$ cat src/rtl/dec_arb_pkg.sv
// Shared types and constants for the 16-way round-robin decoder arbiter.
package dec_arb_pkg;

  localparam int NREQ        = 16;
  localparam int IDXW        = 4;
  localparam int TMO_CYC_DEF = 15;

  typedef enum logic [1:0] {
    IDLE  = 2'd0,
    GRANT = 2'd1,
    REL   = 2'd2
  } state_e;

endpackage

$ cat src/rtl/arb_rr_pick.sv
// Combinational round-robin pick: first set request at or above ptr, wrapping to 0.
module arb_rr_pick
  import dec_arb_pkg::*;
(
  input  logic [NREQ-1:0] req,
  input  logic [IDXW-1:0] ptr,
  output logic [IDXW-1:0] idx,
  output logic            any
);

  logic [NREQ-1:0] hi;
  logic [NREQ-1:0] src;

  // Requests at or above ptr take precedence; otherwise fall back to the wrapped set.
  always_comb begin
    hi  = req & ({NREQ{1'b1}} << ptr);
    src = (|hi) ? hi : req;
    idx = '0;
    for (int i = NREQ - 1; i >= 0; i--) begin
      if (src[i]) idx = IDXW'(i);
    end
  end

  assign any = |req;

endmodule

$ cat config.mk
export PLATFORM = sky130hd
export DESIGN_NAME = arb_rr_pick
export DESIGN_NICKNAME = d
export VERILOG_FILES = /design/src/rtl/dec_arb_pkg.sv /design/src/rtl/arb_rr_pick.sv
export SDC_FILE = /design/constraint.sdc
export NUM_CORES = 1
export LEC_CHECK = 0
export ABC_AREA = 1
export BUFFER_PORTS_ARGS = -buffer_cell sky130_fd_sc_hd__buf_2
export CAP_MARGIN = 20
export CORE_AREA = 2 2 48 50
export DETAILED_ROUTE_END_ITERATION = 10
export DIE_AREA = 0 0 50 52
export GPL_TIMING_DRIVEN = 0
export PLACE_DENSITY = 0.49
export SLEW_MARGIN = 20
export SYNTH_ARGS = -nofsm -noshare
export SYNTH_HDL_FRONTEND = slang
export SYNTH_SLANG_ARGS = --single-unit
$ cat constraint.sdc
create_clock -name vclk -period 2.4
set_clock_uncertainty 0.05 [all_clocks]
set_input_delay 0.24 -clock vclk [all_inputs]
set_output_delay 0.24 -clock vclk [all_outputs]
set_load 0.02 [all_outputs]
==> reports/metrics.cfg <==
[floorplan]
rows=17
die_height_um=52
core-area_um2=2110
start_util_pct=28.2
chipWidth_um=50
io_pins=25
die-area_um2=2600

[synth]
synth-adder-area-share_pct=0
synth_xor_area_share_pct=0
synth_top_area_share_pct=23.4
synth_top_family_by_area=simple AND/OR/NAND/NOR gates
synth_largest_area_cell=nand2_1
syn_nets=148
synth_cell_type_count=23
synth_area_leaders=nand2_1 23%, nor2_1 15%, inv_1 11%
yosys_warnings=0
syn_inst=128
synth_area_per_cell_um2=4.63
yosys.area_share.simple_pct=67.1
syn_area_um2=593
synth_compound_area_share_pct=16.5
synth.area.mux_share_pct=0
yosysSeqAreaShare_pct=0

[power]
p_sw_share_pct=56.1
power_density_nw_per_um2=200
p_int_mw=0.0846
switchingPower_mw=0.108
irDropWorstVdd_uv=137
clkPwrFrac_pct=0
leakage_nw=0.518
power.share.sequential_pct=0
combPwrFrac_pct=100.0

[worst_setup_path]
endpoint=idx[0]
cp-end-kind=output port
cp-startpoint=ptr[2]
worstSetupPathType=in -> out
crit_path_max_fanout=6
cp-start-kind=input port
required_ps=2110
crit_arrival_ps=2070

[timing]
hold_viol_final=0
rsz0062_at_grt=true
worst_pin_slew_ps=316
max_freq_ghz=0.423
period_share_pct=98.5
timing.hold.ws_ps=785
slew_violations=0
fin_crit_ps=2360
setup_viol=0
slew_headroom_pct=78.7

[placed_design]
place.gp.congestion=0.816
port_buffers=23
dpl.hpwl_um=1500

[cells_and_area]
drive_above_1_share_pct=39.1
multi_input_comb_area_um2=593
area_growth_pct=62.2
seq_area_um2=0
diodes=0
final_util_pct=45.7
seq_cells=0
n_clock_buffer=0
nets=178
fillers=239

[global_routing]
grt_max_degree=10
overflow=0
grt_first_pass_wirelength_um=2790
antenna_found_initial=0
grt_usage_pct=13.2
grt_pass1_vias=693

[drt]
wire_per_inst_um=10.4
drt-vias-per-instance=4.55
dr.pass1.iters=4
drt_wl_total_um=1910
drtIter0Drc=7
antenna_left=0
num_vias=838
drc=0

[flow_run]
drv_cap=0

[hold_path]
worstHoldStart=req[4]
min_path_type=in -> out
hold_depth=4

[clock_tree]
cts_hold_buf=0

[run_status]
status=completed

-- synth_stat cells, drive strengths merged (2+ instances only) --
master and number:
nand2 43, nor2 28, inv 21, a21oi 9, nand3 9, o21ai 7
nor4 3, buf 2
-- per-layer routing --
layer | GRT usage (%) | vias up | routed length (um)
met4 | 0 | 0 | 0
li1 | - | 462 | -
met5 | 0 | - | 0
met1 | 16.3 | 357 | 876
met3 | 0.575 | 0 | 73
met2 | 26.3 | 19 | 956
-- how the worst min path moves through the flow --
stage | to | slack, ps
2_1_floorplan | idx[0] | 600
3_3_place_gp | any | 790
3_5_place_dp | any | 790
4_1_cts | any | 790
5_1_grt | any | 830
6_report | any | 790
-- critical path, cell delays in order --
cell	delay [ps]
buf_12	120
nor2_4	140
inv_2	50
nor2_1	140
nor2_1	50
nand2_1	120
nor2_4	60
nand2_4	100
nand2_1	60
nand2_1	100
nand2_1	70
nand2_1	60
nand2_1	50
nand2_1	60
nand2_1	50
nand2_1	50
nand2_1	50
nand2_1	60
nand2_1	50
nand2_1	50
nand2_1	60
a21oi_2	160
buf_6	130
-- placed cells by master (no fill, tap or decap) --
| cell type | synthesis | final |
|---|---|---|
| nand2_1 | 37 | 36 |
| buf_2 | 1 | 19 |
| nor2_1 | 23 | 18 |
| inv_1 | 17 | 17 |
| nand3_1 | 9 | 8 |
| nor2_4 | 2 | 7 |
| a21oi_1 | 8 | 5 |
| buf_4 | 1 | 5 |
| buf_12 | 0 | 4 |
| nand2_2 | 4 | 4 |
| a21oi_2 | 1 | 4 |
| nor2_2 | 3 | 3 |
| inv_2 | 3 | 3 |
| o21ai_1 | 3 | 3 |
| nand2_8 | 0 | 2 |
| o21ai_2 | 0 | 2 |
| o21ai_0 | 4 | 2 |
| nor4_1 | 3 | 2 |
| and2_4 | 1 | 1 |
| nand3_2 | 0 | 1 |
| clkinv_1 | 1 | 1 |
| nand2_4 | 2 | 1 |
| inv_4 | 1 | 1 |
| nand4_1 | 1 | 1 |
| a31oi_1 | 1 | 1 |
| o21a_1 | 1 | 1 |
| nor3_2 | 0 | 1 |
| nor4_2 | 0 | 1 |
| clkbuf_16 | 0 | 1 |
| buf_6 | 0 | 1 |
-- area by class of cell --
type / instances / area share, %
tap: 28 / 3.64
multi-input combinational: 104 / 61.6
timing repair buffer: 28 / 21.7
buffer: 2 / 4.16
inverter: 22 / 8.84
-- power by group through the flow --
stage / logic, mW / registers [mW] / clock network [mW]
floorplan: 0.102 / 0 / 0
CTS: 0.154 / 0 / 0
global placement: 0.145 / 0 / 0
finish: 0.192 / 0 / 0
global route: 0.212 / 0 / 0
detailed placement: 0.148 / 0 / 0
-- per-stage QoR --
step                area [um2]  cells  power [mW]  TNS (ps)  setup slack, ps
floorplan                  593    128       0.102         0             11.2
global placement           743    179       0.145     -4.49            -4.49
detailed placement         743    179       0.148     -44.0            -44.0
CTS                        767    179       0.154         0             11.1
global route               962    184       0.212      -214             -177
finish                     962    184       0.192         0             36.5
-- what timing repair did --
action,4_1_cts,5_1_grt
buffers inserted,0,4
setup endpoints to repair,1,4
resized for setup,8,35
gates cloned,0,1
pin swaps,0,9
-- cells by family (layout without fill, tap and decap cells) --
kind of cell | after synthesis | after routing
and+or+nand+nor | 86 | 86
buffers and inverters | 24 | 52
AOI/OAI and AO/OA | 18 | 18
Note: power is estimated with default switching activity, not from simulation.
